## config.mk

```make
export PLATFORM = sky130hd
export DESIGN_NAME = oh_elastic_buffer
export DESIGN_NICKNAME = d
export VERILOG_FILES = /design/src/rtl/oh_elastic_buffer.sv
export SDC_FILE = /design/constraint.sdc
export NUM_CORES = 1
export LEC_CHECK = 0
export BUFFER_PORTS_ARGS = -buffer_cell sky130_fd_sc_hd__buf_2
export CAP_MARGIN = 0
export CORE_MARGIN = 2
export CORE_UTILIZATION = 54
export CTS_BUF_LIST = sky130_fd_sc_hd__clkbuf_8
export CTS_CLUSTER_DIAMETER = 60
export DETAILED_ROUTE_END_ITERATION = 8
export GPL_TIMING_DRIVEN = 0
export HOLD_SLACK_MARGIN = 0.02
export PLACE_DENSITY = 0.9
export SLEW_MARGIN = 20
export SYNTH_ARGS = -nofsm -noshare
export SYNTH_HDL_FRONTEND = slang
export SYNTH_SLANG_ARGS = --single-unit
```

## constraint.sdc

```tcl
create_clock -name clk -period 3.35 [get_ports clk]
set_input_delay 0.67 -clock clk [delete_from_list [all_inputs] [get_ports clk]]
set_output_delay 0.67 -clock clk [all_outputs]
set_load 0.01 [all_outputs]
```

## src/rtl/oh_elastic_buffer.sv

```systemverilog
// Registered elastic FIFO between two valid/ready interfaces in one clock domain.
// Every output comes from a flop, so no combinational path crosses the buffer.
module oh_elastic_buffer #(
  parameter int N     = 32,
  parameter int DEPTH = 2,
  parameter int CW    = $clog2(DEPTH + 1)
) (
  input  logic          clk,
  input  logic          reset,
  input  logic          in_valid,
  input  logic [N-1:0]  in_data,
  output logic          in_ready,
  output logic          out_valid,
  output logic [N-1:0]  out_data,
  input  logic          out_ready,
  output logic [CW-1:0] count,
  output logic          full,
  output logic          empty
);

  localparam int AW = $clog2(DEPTH);

  logic [N-1:0]  mem_q [DEPTH];
  logic [AW-1:0] wr_ptr_q, wr_ptr_d;
  logic [AW-1:0] rd_ptr_q, rd_ptr_d;
  logic [CW-1:0] count_q, count_d;
  logic          full_q, full_d;
  logic          empty_q, empty_d;
  logic          push, pop;

  // Handshakes qualify only against registered flags, which keeps ready/valid
  // isolated from the opposite side.
  always_comb begin
    push = in_valid & ~full_q & ~reset;
    pop  = out_ready & ~empty_q & ~reset;
  end

  always_comb begin
    wr_ptr_d = wr_ptr_q;
    rd_ptr_d = rd_ptr_q;
    count_d  = count_q;
    if (reset) begin
      wr_ptr_d = '0;
      rd_ptr_d = '0;
      count_d  = '0;
    end else begin
      if (push) wr_ptr_d = wr_ptr_q + AW'(1);
      if (pop)  rd_ptr_d = rd_ptr_q + AW'(1);
      count_d = count_q + CW'(push) - CW'(pop);
    end
    full_d  = (count_d == CW'(DEPTH));
    empty_d = (count_d == '0);
  end

  always_ff @(posedge clk) begin
    wr_ptr_q <= wr_ptr_d;
    rd_ptr_q <= rd_ptr_d;
    count_q  <= count_d;
    full_q   <= full_d;
    empty_q  <= empty_d;
  end

  // Storage is never cleared; stale entries are unreachable once the pointers reset.
  always_ff @(posedge clk) begin
    if (push) mem_q[wr_ptr_q] <= in_data;
  end

  always_comb begin
    in_ready  = ~full_q;
    out_valid = ~empty_q;
    out_data  = mem_q[rd_ptr_q];
    count     = count_q;
    full      = full_q;
    empty     = empty_q;
  end

  a_in_hold: assert property (@(posedge clk) disable iff (reset)
    (in_valid && !in_ready) |=> (!in_valid || $stable(in_data)));

  a_out_hold: assert property (@(posedge clk) disable iff (reset)
    (out_valid && !out_ready) |=> (out_valid && $stable(out_data)));

  a_count_range: assert property (@(posedge clk) disable iff (reset)
    (count_q <= CW'(DEPTH)));

endmodule

```

==> metrics.yaml, run 1 <==
cts-root-buf: "clkbuf_8"
clock-sinks: 71
grt_max_degree: 23
drv_slew: 0
crit_required_ns: 2.68
gp_congestion: 0.683
syn_nets: 170
diodes: 0
hold_buffers: 0
drt-total-wl_um: 4420
outcome: "completed"
max_clock_freq_mhz: 481
critical_path.max_fanout: 10
multiInputGateArea_um2: 612
drtAntennaViolNets: 0
num_rows: 25
firstDrtPassIters: 4
io_buffers: 72
peakVddDrop_mv: 0.358
synth-warning-count: 0
fin_tns_setup_ns: 0
tightest_slew_ns: 0.404
grt_pass1_vias: 1415
cp.arrival_ns: 1.41
final_nets: 255
endpoint_kind: "output pin"
met1_usage: 0.188
syn_inst: 132
antenna_found_initial: 0
drive_gt1_frac: 0.577
areaGrowthSynthToFinish_pct: 26.6
grt.overflow.total: 0
clock_latency_ns: 0.33
h-tree-depth: 3
die-area_um2: 5640
cts_tree: "yes"
coreArea_um2: 4790
grt_pass1_wl_um: 6590
cap_violations: 0
netlist_area_um2: 2730
dieHeight_um: 75.1
numPlacedInstances: 273
rsz0062_at_grt: "false"
drt_iter0_markers: 103
place_hpwl_um: 3100
grt_use_total: 0.173
floorplan.die.width_um: 75.1
use_met2: 0.288
min_period_ns: 2.08
p_per_area_nw_per_um2: 610
post-cts-setup-buffers: 0
wl_per_cell_um: 15.3
cts_buffer_depth: 2
start_util: 0.570
clk_transition_reported_paths_ns: 0.07
ys_ff_latch: 71
finClkSkew_ns: 0.00432
cts_resized: 0
min_path_type: "in2reg"
stdcell_count: 289
finalHoldViolCount: 0
postSynthAreaPerCell_um2: 20.7
pin_count: 74
nFillCells: 316
via_per_inst: 4.82
ys_seq_area_frac: 0.756
crit_path_start_kind: "flop"
use_met3: 0.0495
numCtsBuffers: 9
drc: 0
final.period_utilization: 0.621
worstSetupPathType: "reg2out"
max_slew_margin: 0.730
hold_slack_ns: 0.520
seqCellArea_um2: 2060
vias: 1393
synth_cell_types: 15
setup_viol: 0
top_usage_layer: "met2"
p_leak_uw: 0.00139
-- where the power goes --
part           internal (µW)  switching (µW)
registers               1030            20.4
clock network            414             295
logic                    185             164
-- cell usage in the layout (no fill, tap or decap), types with 2 or more instances in the layout --
cell       Yosys  final
mux2_4        30     30
buf_6          4      4
xnor2_1        3      3
mux2_2         2      2
bufinv_16      0      2
nor2_1         7      5
nor2b_1        3      3
buf_2          1     73
edfxtp_1      64     64
buf_16         0      2
nor2_4         0      2
clkbuf_8       0      9
dfxtp_1        7      7
ha_1           2      2
inv_1          5      5
clkinv_2       0      3
-- kinds of logic after synthesis --
group / synth area share
fa+ha+maj: 0.00917
compound gates: 0.00275
mux: 0.173
flops: 0.756
xor+xnor: 0.0128
simple gates: 0.0206
buf+inv: 0.0252
-- final cells by class --
cell class,instances,share of cell area
Sequential cell,71,0.597
Multi-Input combinational cell,51,0.177
Timing Repair Buffer,74,0.120
Clock buffer,9,0.0359
Clock inverter,7,0.0254
Tap cell,67,0.0243
Buffer,5,0.0145
Inverter,5,0.00543
-- sequential cells by signal, summed over array words and instances (netlist names), named ones only --
signal	flops
full	1
mem_q	64
count	2
rd_ptr_q	1
empty	1
wr_ptr_q	1
-- cell usage after synthesis --
cell type,number,area share
buf_2,1,0.0018
inv_1,5,0.0069
mux2_2,2,0.0083
ha_1,2,0.0092
nor2b_1,3,0.0069
nor3_1,1,0.0018
mux2_4,30,0.17
a21o_1,1,0.0028
xor2_1,1,0.0032
xnor2_1,3,0.0096
edfxtp_1,64,0.70
dfxtp_1,7,0.051
buf_6,4,0.017
nor2_1,7,0.0096
nand2b_1,1,0.0023
-- per-layer routing --
metal / up-vias / wire (µm)
li1: 664 / -
met1: 674 / 1720
met2: 46 / 2340
met3: 9 / 256
met4: 0 / 102
met5: - / 0
-- final timing paths --
path,start,to,slack (ns),depth (start not counted)
setup / recovery,flop,out_data[3],1.27,4
hold / removal,in_data[28],mem_q[1][28],0.52,1
setup reg to reg,full,empty,1.43,8
hold reg to reg,rd_ptr_q,rd_ptr_q,0.52,2
-- critical path, stage by stage (launching register included) --
cell and delay, ns:
dfxtp_1 0.32, buf_6 0.12, buf_6 0.18, mux2_4 0.32
buf_2 0.14
-- metrics by stage --
step / utilization / cell area (µm²) / worst slack (ns) / power [µW]
final: 0.722 / 3450 / 1.27 / 2110
after global routing: 0.722 / 3450 / 1.21 / 2200
after CTS: 0.722 / 3450 / 1.25 / 2140
after detailed placement: 0.677 / 3240 / 1.02 / 1420
after global placement: 0.663 / 3170 / -0.137 / 1390
after floorplan: - / 2730 / 0.571 / 1290
(Power assumes the default switching activity.)
==> run 2: changes to the inputs <==
==> constraint.sdc (replaced) <==
create_clock -name clk -period 2.04 [get_ports clk]
set_input_delay 0.408 -clock clk [delete_from_list [all_inputs] [get_ports clk]]
set_output_delay 0.408 -clock clk [all_outputs]
set_load 0.01 [all_outputs]
==> metrics.yaml, run 2 (synthesis results as in run 1) <==
firstDrtPassIters: 4
p_per_area_nw_per_um2: 1000
outcome: "completed"
hold_slack_ns: 0.254
h-tree-depth: 3
via_per_inst: 4.85
nFillCells: 317
setup_ws_ns: 0.134
crit_path_start_kind: "flop"
worstSetupPathType: "reg2reg"
layout_commonest_cell: "buf_2"
numPlacedInstances: 273
reg2regPathDepth: 8
dpl-instance-area_um2: 3240
min_to: "mem_q[1][28]"
max_clock_freq_mhz: 525
final_nets: 255
reg2reg_setup_slack_ns: 0.13
path_delay_family: "adder cells"
path_cells: "nor2b_1 -> nand2b_1 -> ha_1 -> inv_1 -> ha_1 -> xor2_1 -> xnor2_2 -> a21o_1"
finalHoldViolCount: 0
numCtsBuffers: 9
num_rows: 25
path_common_cell: "ha_1"
grt.overflow.total: 0
drc: 0
gp_congestion: 0.683
clk_transition_reported_paths_ns: 0.07
wl_per_cell_um: 15.4
mostFrequentLayoutCells: "buf_2 (73), edfxtp_1 (64), mux2_4 (30)"
tightest_slew_ns: 0.408
cts_resized: 0
rsz0062_at_grt: "false"
largest_register: "mem_q"
hold_buffers: 0
critical_path.max_fanout: 3
start_util: 0.570
areaGrowthSynthToFinish_pct: 26.9
pin_count: 74
diodes: 0
path_buf_inv: 1
drt-total-wl_um: 4450
grt_use_total: 0.173
whs_path_depth: 1
io_buffers: 72
stdcell_area_um2: 3460
finClkSkew_ns: 0.00496
clock_latency_ns: 0.34
post-cts-setup-buffers: 0
grt_pass1_vias: 1415
p_leak_uw: 0.00139
coreArea_um2: 4790
p_total_uw: 3470
r2r-end: "empty"
dieHeight_um: 75.1
min_period_ns: 1.91
cts_buffer_depth: 2
drt_iter0_markers: 87
crit_path_max_incr_delay_ns: 0.33
die-area_um2: 5640
antenna_found_initial: 0
min_path_type: "in2reg"
cp.arrival_ns: 2.13
cts_tree: "yes"
clock-sinks: 71
floorplan.die.width_um: 75.1
cts-root-buf: "clkbuf_8"
grt_pass1_wl_um: 6590
drive_gt1_frac: 0.581
max_slew_margin: 0.728
crit_required_ns: 2.27
endpoint_kind: "flop"
setup_viol: 0
cap_violations: 0
place_hpwl_um: 3100
peakVddDrop_mv: 0.589
drtAntennaViolNets: 0
crit_slowest_cell: "ha_1"
drv_slew: 0
r2r_start: "full"
largest_register_ffs: 64
grt_max_degree: 23
place_worst_setup_slack_ns: -0.0286
vias: 1402
final.period_utilization: 0.934
min_from: "in_data[28]"
stdcell_count: 289
[run 2: how the worst max path moves through the flow]
stage              from          end  slack [ns]  cells after the start
2_1_floorplan     reset  mem_q[0][0]       -0.48                      3
3_3_place_gp   in_valid  mem_q[1][1]       -1.18                      4
3_5_place_dp   in_valid        empty       -0.03                      9
4_1_cts            full        empty        0.09                      8
5_1_grt            full        empty        0.01                      8
6_report           full        empty        0.13                      8
[run 2: metrics by stage]
| stage | utilization | TNS [ns] |
|---|---|---|
| final | 0.723 | 0 |
| after global routing | 0.723 | 0 |
| after CTS | 0.722 | 0 |
| after detailed placement | 0.677 | -0.0286 |
| after global placement | 0.663 | -75.72 |
| after floorplan | - | -30.52 |
[run 2: cell type report]
cell class	instances	area (µm²)	area share
Sequential cell	71	2060	0.596
Multi-Input combinational cell	51	619	0.179
Timing Repair Buffer	74	415	0.120
Clock buffer	9	124	0.0358
Clock inverter	7	87.6	0.0253
Tap cell	67	83.8	0.0242
Buffer	5	50.0	0.0145
Inverter	5	18.8	0.00542
[run 2: power by group]
part	leakage (µW)	internal (µW)	switching, µW
sequential	0.000645	1690	33.7
clock	0.000110	679	489
combinational	0.000640	307	272
total	0.00139	2670	794
[run 2: routing by layer]
metal / vias up / routed length [µm] / track usage
li1: 664 / - / -
met1: 681 / 1710 / 0.188
met2: 49 / 2360 / 0.288
met3: 8 / 283 / 0.0495
met4: 0 / 95 / 0.125
met5: - / 0 / 0
==> run 3: changes to the inputs <==
--- a/config.mk
+++ b/config.mk
@@ -15,6 +15,7 @@
 export GPL_TIMING_DRIVEN = 0
 export HOLD_SLACK_MARGIN = 0.02
 export PLACE_DENSITY = 0.9
+export SETUP_SLACK_MARGIN = 0.15
 export SLEW_MARGIN = 20
 export SYNTH_ARGS = -nofsm -noshare
 export SYNTH_HDL_FRONTEND = slang
==> metrics.yaml, run 3 (synthesis results as in run 1) <==
drv_slew: 0
p_per_area_nw_per_um2: 972
crit_slowest_cell: "dfxtp_1"
start_util: 0.570
p_leak_uw: 0.00138
path_buf_inv: 3
via_per_inst: 4.84
finClkSkew_ns: 0.00411
grt_max_degree: 20
floorplan.die.width_um: 75.1
cts_tree: "yes"
pin_count: 74
rsz0062_at_grt: "true"
wl_per_cell_um: 15.2
setup_viol: 0
h-tree-depth: 3
critical_path.max_fanout: 10
coreArea_um2: 4790
cap_violations: 0
nFillCells: 310
largest_register: "mem_q"
final.period_utilization: 0.898
mostFrequentLayoutCells: "buf_2 (73), edfxtp_1 (64), mux2_4 (30)"
min_period_ns: 1.83
endpoint_kind: "output pin"
layout_commonest_cell: "buf_2"
crit_required_ns: 1.63
final_nets: 256
max_slew_margin: 0.668
grt_pass1_vias: 1389
die-area_um2: 5640
cp.arrival_ns: 1.42
path_delay_family: "buffers and inverters"
path_cells: "buf_6 -> buf_6 -> mux2_4 -> buf_2"
vias: 1404
finalHoldViolCount: 0
clock-sinks: 71
fin_util: 0.726
clock_latency_ns: 0.34
min_path_type: "in2reg"
grt_use_total: 0.164
hold_buffers: 0
drc: 0
areaGrowthSynthToFinish_pct: 27.3
cts-root-buf: "clkbuf_8"
io_buffers: 72
numCtsBuffers: 9
worstSetupPathType: "reg2out"
antenna_found_initial: 0
cts_buffer_depth: 2
drive_gt1_frac: 0.601
hold_slack_ns: 0.253
gp_congestion: 0.688
max_clock_freq_mhz: 546
grt_pass1_wl_um: 6280
num_rows: 25
largest_register_ffs: 64
r2r_start: "full"
drt-total-wl_um: 4400
tightest_slew_ns: 0.496
diodes: 0
place_hpwl_um: 3090
min_from: "in_data[6]"
drtAntennaViolNets: 0
path_common_cell: "buf_6"
peakVddDrop_mv: 0.779
dieHeight_um: 75.1
firstDrtPassIters: 4
drt_iter0_markers: 77
outcome: "completed"
crit_path_max_incr_delay_ns: 0.33
crit_path_start_kind: "flop"
grt.overflow.total: 0
clk_transition_reported_paths_ns: 0.07
-- run 3: timing repair --
item | CTS | global route
endpoints found under the setup margin | 0 | 13
setup buffers | 0 | 1
resized for setup | 0 | 5
-- run 3: metrics by stage --
step	setup TNS [ns]	area (µm²)	instances	total power (µW)	worst slack (ns)
after CTS	0	3440	289	3400	0.167
after floorplan	0	2730	132	2120	0.0325
final	0	3470	290	3380	0.209
after global routing	0	3470	290	3530	0.0982
after global placement	-29.04	3180	271	2290	-0.455
after detailed placement	0	3240	273	2330	0.00621
-- run 3: routing by layer --
metal  track usage  vias up  wire length (µm)
met1         0.175      674              1730
met2         0.278       56              2290
met4        0.0893        0                73
met3        0.0656        9               306
li1              -      665                 -
met5             0        -                 0
-- run 3: final cells by class --
cell class | instances | area [µm²] | area share
Buffer | 5 | 53.8 | 0.0155
Sequential cell | 71 | 2060 | 0.594
Tap cell | 67 | 83.8 | 0.0241
Inverter | 5 | 18.8 | 0.00540
Clock inverter | 7 | 73.8 | 0.0213
Multi-Input combinational cell | 51 | 634 | 0.183
Timing Repair Buffer | 75 | 423 | 0.122
Clock buffer | 9 | 124 | 0.0357
-- run 3: final timing paths --
check / end / slack, ns / cells after the start
max: out_data[12] / 0.21 / 4
min: mem_q[1][6] / 0.25 / 1
max reg2reg: empty / 0.22 / 8
min reg2reg: rd_ptr_q / 0.55 / 2
-- run 3: power by group --
group | internal, µW | switching [µW]
Clock | 562 | 503
Combinational | 314 | 273
Sequential | 1690 | 35.0
Total | 2570 | 812
-- run 3: worst reg2reg max path, cell delays in order (launching register included) --
cell and delay, ns:
dfxtp_1 0.33, nor2b_2 0.15, nand2b_1 0.15, ha_1 0.31, inv_1 0.04, ha_1 0.21, xor2_2 0.17, xnor2_2 0.17
a21o_1 0.19
